## src/rtl/dispatch_ctrl_pkg.sv

```systemverilog
// Shared types for the dispatch controller: FSM encoding and stall-counter helpers.
package dispatch_ctrl_pkg;

    localparam int TAG_W_DEF  = 4;
    localparam int OP_W_DEF   = 6;
    localparam int DATA_W_DEF = 32;
    localparam int PC_W_DEF   = 32;
    localparam int REG_W_DEF  = 5;

    localparam logic [15:0] STALL_MAX = 16'hFFFF;

    typedef enum logic [0:0] {
        DISP_IDLE = 1'b0,
        DISP_HOLD = 1'b1
    } disp_state_e;

    function automatic logic [15:0] sat_inc16(input logic [15:0] v);
        return (v == STALL_MAX) ? v : v + 16'd1;
    endfunction

endpackage

```

## src/rtl/dispatch_ctrl_rob_tag_alloc.sv

```systemverilog
// ROB tag allocator: tail pointer and occupancy counter with issue/commit/flush rules.
module dispatch_ctrl_rob_tag_alloc #(
    parameter int TAG_W = 4
) (
    input  logic             clk,
    input  logic             rst,
    input  logic             en_i,
    input  logic             issue_i,
    input  logic             commit_i,
    input  logic             flush_i,
    output logic [TAG_W-1:0] tail_o,
    output logic [TAG_W:0]   count_o,
    output logic             full_o
);

    logic [TAG_W-1:0] tail_q, tail_d;
    logic [TAG_W:0]   count_q, count_d;
    logic             commit_ok;

    // A commit against an empty ROB is spurious and dropped.
    assign commit_ok = commit_i && (count_q != '0);

    always_comb begin
        tail_d  = tail_q;
        count_d = count_q;
        if (en_i) begin
            if (flush_i) begin
                // Tail stays put: the ROB head realigns to it.
                count_d = '0;
            end else begin
                if (issue_i) begin
                    tail_d = tail_q + TAG_W'(1);
                end
                if (issue_i && !commit_ok) begin
                    count_d = count_q + (TAG_W+1)'(1);
                end else if (!issue_i && commit_ok) begin
                    count_d = count_q - (TAG_W+1)'(1);
                end
            end
        end
    end

    always_ff @(posedge clk or posedge rst) begin
        if (rst) begin
            tail_q  <= '0;
            count_q <= '0;
        end else begin
            tail_q  <= tail_d;
            count_q <= count_d;
        end
    end

    assign tail_o  = tail_q;
    assign count_o = count_q;
    // Occupancy never exceeds 2^TAG_W, so the top bit alone marks full.
    assign full_o  = count_q[TAG_W];

endmodule

```

## src/rtl/dispatch_ctrl.sv

```systemverilog
// Issue-stage controller: latches one decoded instruction, allocates a ROB tag and
// issues it to the RS or SLB once both the ROB and the target station have room.
//
// state     | meaning
// DISP_IDLE | no instruction held
// DISP_HOLD | instruction latched, waiting for ROB and station space
module dispatch_ctrl
    import dispatch_ctrl_pkg::*;
#(
    parameter int TAG_W  = TAG_W_DEF,
    parameter int OP_W   = OP_W_DEF,
    parameter int DATA_W = DATA_W_DEF,
    parameter int PC_W   = PC_W_DEF,
    parameter int REG_W  = REG_W_DEF
) (
    input  logic              clk,
    input  logic              rst,
    input  logic              rdy,
    input  logic              iq_empty,
    output logic              iq_pop,
    input  logic [PC_W-1:0]   dec_pc,
    input  logic [OP_W-1:0]   dec_op,
    input  logic [DATA_W-1:0] dec_imm,
    input  logic [REG_W-1:0]  dec_rd,
    input  logic [REG_W-1:0]  dec_rs1,
    input  logic [REG_W-1:0]  dec_rs2,
    input  logic              dec_is_sl,
    input  logic              rs_full,
    input  logic              slb_full,
    input  logic              commit,
    input  logic              flush,
    output logic              issue_rs,
    output logic              issue_slb,
    output logic              issue_rob,
    output logic [TAG_W-1:0]  issue_tag,
    output logic [PC_W-1:0]   issue_pc,
    output logic [OP_W-1:0]   issue_op,
    output logic [DATA_W-1:0] issue_imm,
    output logic [REG_W-1:0]  issue_rd,
    output logic [REG_W-1:0]  issue_rs1,
    output logic [REG_W-1:0]  issue_rs2,
    output logic [TAG_W:0]    rob_count,
    output logic [15:0]       stall_cnt
);

    disp_state_e       state_q, state_d;
    logic [PC_W-1:0]   pc_q, pc_d;
    logic [OP_W-1:0]   op_q, op_d;
    logic [DATA_W-1:0] imm_q, imm_d;
    logic [REG_W-1:0]  rd_q, rd_d;
    logic [REG_W-1:0]  rs1_q, rs1_d;
    logic [REG_W-1:0]  rs2_q, rs2_d;
    logic              sl_q, sl_d;
    logic [15:0]       stall_q, stall_d;

    logic              load;
    logic              ok;
    logic              rob_full;
    logic [TAG_W-1:0]  tail;

    assign ok = !rob_full && (sl_q ? !slb_full : !rs_full);

    // Strobes are Mealy; reset is folded in so an async reset silences them at once.
    always_comb begin
        state_d   = state_q;
        stall_d   = stall_q;
        load      = 1'b0;
        iq_pop    = 1'b0;
        issue_rob = 1'b0;
        issue_rs  = 1'b0;
        issue_slb = 1'b0;
        if (!rst && rdy) begin
            if (flush) begin
                state_d = DISP_IDLE;
            end else begin
                case (state_q)
                    DISP_IDLE: begin
                        if (!iq_empty) begin
                            iq_pop  = 1'b1;
                            load    = 1'b1;
                            state_d = DISP_HOLD;
                        end
                    end
                    DISP_HOLD: begin
                        if (ok) begin
                            issue_rob = 1'b1;
                            issue_rs  = !sl_q;
                            issue_slb = sl_q;
                            if (!iq_empty) begin
                                iq_pop = 1'b1;
                                load   = 1'b1;
                            end else begin
                                state_d = DISP_IDLE;
                            end
                        end else begin
                            stall_d = sat_inc16(stall_q);
                        end
                    end
                    default: state_d = DISP_IDLE;
                endcase
            end
        end
    end

    always_comb begin
        pc_d  = pc_q;
        op_d  = op_q;
        imm_d = imm_q;
        rd_d  = rd_q;
        rs1_d = rs1_q;
        rs2_d = rs2_q;
        sl_d  = sl_q;
        if (load) begin
            pc_d  = dec_pc;
            op_d  = dec_op;
            imm_d = dec_imm;
            rd_d  = dec_rd;
            rs1_d = dec_rs1;
            rs2_d = dec_rs2;
            sl_d  = dec_is_sl;
        end
    end

    always_ff @(posedge clk or posedge rst) begin
        if (rst) begin
            state_q <= DISP_IDLE;
            pc_q    <= '0;
            op_q    <= '0;
            imm_q   <= '0;
            rd_q    <= '0;
            rs1_q   <= '0;
            rs2_q   <= '0;
            sl_q    <= 1'b0;
            stall_q <= '0;
        end else begin
            state_q <= state_d;
            pc_q    <= pc_d;
            op_q    <= op_d;
            imm_q   <= imm_d;
            rd_q    <= rd_d;
            rs1_q   <= rs1_d;
            rs2_q   <= rs2_d;
            sl_q    <= sl_d;
            stall_q <= stall_d;
        end
    end

    dispatch_ctrl_rob_tag_alloc #(
        .TAG_W (TAG_W)
    ) u_tag_alloc (
        .clk      (clk),
        .rst      (rst),
        .en_i     (rdy),
        .issue_i  (issue_rob),
        .commit_i (commit),
        .flush_i  (flush),
        .tail_o   (tail),
        .count_o  (rob_count),
        .full_o   (rob_full)
    );

    assign issue_tag = tail;
    assign issue_pc  = pc_q;
    assign issue_op  = op_q;
    assign issue_imm = imm_q;
    assign issue_rd  = rd_q;
    assign issue_rs1 = rs1_q;
    assign issue_rs2 = rs2_q;
    assign stall_cnt = stall_q;

endmodule

```

## config.mk

```make
export PLATFORM = sky130hd
export DESIGN_NAME = dispatch_ctrl
export DESIGN_NICKNAME = d
export VERILOG_FILES = /design/src/rtl/dispatch_ctrl_pkg.sv /design/src/rtl/dispatch_ctrl_rob_tag_alloc.sv /design/src/rtl/dispatch_ctrl.sv
export SDC_FILE = /design/constraint.sdc
export NUM_CORES = 1
export LEC_CHECK = 0
export CORE_ASPECT_RATIO = 1.25
export CORE_MARGIN = 10
export CORE_UTILIZATION = 28
export CTS_CLUSTER_SIZE = 20
export DETAILED_ROUTE_END_ITERATION = 10
export PLACE_DENSITY_LB_ADDON = 0.08
export SLEW_MARGIN = 20
export SYNTH_ARGS = -nofsm -noshare
export SYNTH_HDL_FRONTEND = slang
export SYNTH_HIERARCHICAL = 1
export SYNTH_SLANG_ARGS = --single-unit
```

## constraint.sdc

```tcl
create_clock -name clk -period 4 [get_ports clk]
set_input_delay 0.8 -clock clk [delete_from_list [all_inputs] [get_ports clk]]
set_output_delay 0.8 -clock clk [all_outputs]
set_load 0.05 [all_outputs]
```

==> flow_summary.json <==
{
  "hold_viol": 0,
  "horizontal_die_dimension_um": 137.9,
  "placement_stage_cell_area_um2": 7218,
  "fin_tns_setup_ns": 0,
  "cpMaxStageDelayCell": "clkdlybuf4s50_1",
  "post_synthesis_instance_total": 332,
  "syn-mean-instance-area_um2": 14.66,
  "cts_num_sinks": 112,
  "cp.depth": 7,
  "grt_setup_unrepaired": "no",
  "final_cell_mix": "203 x clkdlybuf4s50_1, 112 x dfrtp_1, 61 x mux2_2",
  "top_level_ports": 208,
  "flow.area_growth_from_synthesis_pct": 53.86,
  "critPathBufInv": 3,
  "worst_ir_drop_vdd_mv": 0.5081,
  "mappedNetlistNets": 433,
  "p_leak_nw": 3.282,
  "dp.final_hpwl_um": 11050,
  "antenna_cells": 0,
  "worstSetupStartpointType": "input pin",
  "clockPowerShare_pct": 13.7,
  "initial_utilization_pct": 28.67,
  "hold_path.class": "register to register",
  "worst_setup_path_end_kind": "primary output",
  "setup_viol_count_final": 0,
  "comb_power_share_pct": 56.1,
  "reg2reg_to": "u_tag_alloc/count_o[3]",
  "wl_um": 14440,
  "grt_overflow_total": 0,
  "slew_headroom_pct": 58.61,
  "final-max-slew-violation-count": 0,
  "postCtsSetupRepairBufs": 0,
  "postLayoutSetupSlackWorst_ns": 0.4927,
  "worst_reg2reg_startpoint": "u_tag_alloc/count_o[4]",
  "initial_antenna_violation_count": 0,
  "clock_tree_from_tritoncts": "yes",
  "setup.worst_path.start": "rst",
  "first_global_vias": 3729,
  "final_net_count": 642,
  "yosys_register_bits": 112,
  "crit_arrival_ns": 2.71,
  "netSwitchingFraction_pct": 46.12,
  "place_ws_ns": 0.4824,
  "ys.flop_type": "dfrtp_1",
  "clock_skew_ns": 0.01230,
  "synth.lib_cells_used.distinct": 40,
  "clock_tree.root_cell": "clkbuf_16",
  "power.switching_mw": 2.845,
  "required_time_of_the_critical_path_ns": 3.20,
  "critPathTopFamily": "simple AND/OR/NAND/NOR gates",
  "syn_area_um2": 4867,
  "h-tree-depth": 3,
  "synthesis.yosys.warnings": 6,
  "grt_first_pass_wirelength_um": 22110,
  "routed-via-count": 3413,
  "power.share.sequential_pct": 30.2,
  "postCtsHoldBufs": 0,
  "finalCritPeriodShare_pct": 87.68,
  "drt-initial-drc-count": 114,
  "rows": 53,
  "internal-power_mw": 3.323,
  "yosysSeqAreaShare_pct": 57.58,
  "worst-r2r-cell-count": 9,
  "antenna_left": 0,
  "number_of_enable_flip_flop_cells_after_synthesis": 0,
  "worstSetupEndpoint": "issue_slb",
  "die_h_um": 167.4,
  "period_minus_slack_ns": 3.507,
  "max_stage_delay_ns": 0.50,
  "timing.hold.ws_ns": 0.4782,
  "average_via_count_per_standard_cell": 4.467,
  "finalInstanceArea_um2": 7488,
  "worst_slew_pin_slew_ns": 0.6190,
  "insertion_delay_ns": 0.35,
  "drc_violations_left": 0,
  "die_area_um2": 23090,
  "p_per_area_nw_per_um2": 823.7,
  "timing.critical_path.cells": "clkdlybuf4s50_1, nand2b_1, or3b_2, nor2_1, buf_4, and2_1, buf_12",
  "cts_buffers": 9,
  "reg2reg_slack_ns": 1.45,
  "timing.critical_path.fanout_max": 6,
  "post-layout-total-power_mw": 6.168,
  "fp.coreArea_um2": 16980,
  "port_buffers": 207,
  "timing.fmax_mhz": 285.1,
  "min_delay_path_depth": 1,
  "dr_pass1_iterations": 4,
  "worst-setup-path-type": "input pin to primary output",
  "gp_congestion": 0.7606,
  "track_usage_pct": 12.40,
  "status": "complete, no violations",
  "cts.clk_slew.worst_paths_ns": 0.07,
  "detail_route.wl_per_cell_um": 18.90,
  "post_cts_resize_count": 0,
  "ys_async_sr_fraction_pct": 100.0,
  "maxCapViolations": 0,
  "mostFrequentLayoutCell": "clkdlybuf4s50_1",
  "ctsLongestPathBuffers": 2,
  "layout-drive-gt1-share_pct": 22.79,
  "grt_max_degree": 87
}
## state kept, by name, indices dropped and copies added (netlist names)
name / count
issue_imm: 32
issue_op: 6
issue_pc: 32
issue_rd: 5
issue_rs1: 5
issue_rs2: 5
sl_q: 1
stall_cnt: 16
state_q: 1
u_tag_alloc/count_o: 5
u_tag_alloc/tail_o: 4
## metal layers
layer	global-route usage [%]	share of wire [%]	vias up	routed length, um
met5	0	0	-	0
met4	2.862	0.90	0	130
met3	6.557	11	9	1563
met2	20.58	50	118	7289
met1	13.57	38	1695	5456
li1	-	-	1591	-
## how the worst min path moves through the flow
| stage | start | slack [ns] | to |
|---|---|---|---|
| after floorplan | state_q | 0.50 | state_q |
| after global placement | u_tag_alloc/tail_o[3] | 0.46 | u_tag_alloc/tail_o[3] |
| after detailed placement | u_tag_alloc/tail_o[3] | 0.47 | u_tag_alloc/tail_o[3] |
| after CTS | u_tag_alloc/tail_o[3] | 0.48 | u_tag_alloc/tail_o[3] |
| after global routing | u_tag_alloc/tail_o[3] | 0.51 | u_tag_alloc/tail_o[3] |
| final | u_tag_alloc/tail_o[3] | 0.48 | u_tag_alloc/tail_o[3] |
## power groups by stage
stage               registers, mW  logic, mW  clock network, mW
finish                       1.86       3.46              0.848
global route                 1.92       3.61              0.925
CTS                          1.87       3.51              0.886
detailed placement           1.89       3.50                  0
global placement             1.87       3.48                  0
floorplan                    3.40      0.707                  0
## Yosys cell counts (5+ instances only)
library cell  instances  area (um^2)
dfrtp_1             112         2803
mux2_2               61        686.9
mux2_4               32        480.5
xor2_1               14        122.6
nand2_1              13        48.80
a211oi_1              7        52.55
inv_1                 7        26.28
nand3_1               7        35.03
buf_2                 6        30.03
ha_1                  6        75.07
a2111oi_0             5        43.79
a21oi_1               5        25.02
and2_1                5        31.28
nor2_1                5        18.77
xnor2_1               5        43.79
## kinds of logic (layout without fill, tap and decap cells)
kind of cell	count (synthesis)	count (layout)	synth area share (%)
DFF	112	112	57.58
muxes	96	96	24.60
and+or+nand+nor	51	51	5.862
AOI/OAI and AO/OA	25	25	4.036
buffers and inverters	22	234	2.545
xor gates and xnor gates	19	19	3.419
adders and majority gates	7	7	1.954
## layout make-up
type / instances / area, um^2
Fill cell: 1599 / 9488
Timing Repair Buffer: 213 / 2170
Clock inverter: 5 / 45.04
Sequential cell: 112 / 2803
Inverter: 7 / 28.78
Clock buffer: 9 / 225.2
Multi-Input combinational cell: 198 / 1942
Tap cell: 220 / 275.3
## through the flow
step	cells	utilization [%]
5_1_grt	764	44.11
6_report	764	44.11
4_1_cts	764	44.11
3_3_place_gp	750	42.52
3_5_place_dp	750	42.52
2_1_floorplan	332	-
No activity file was read; power rests on OpenSTA's default activity.
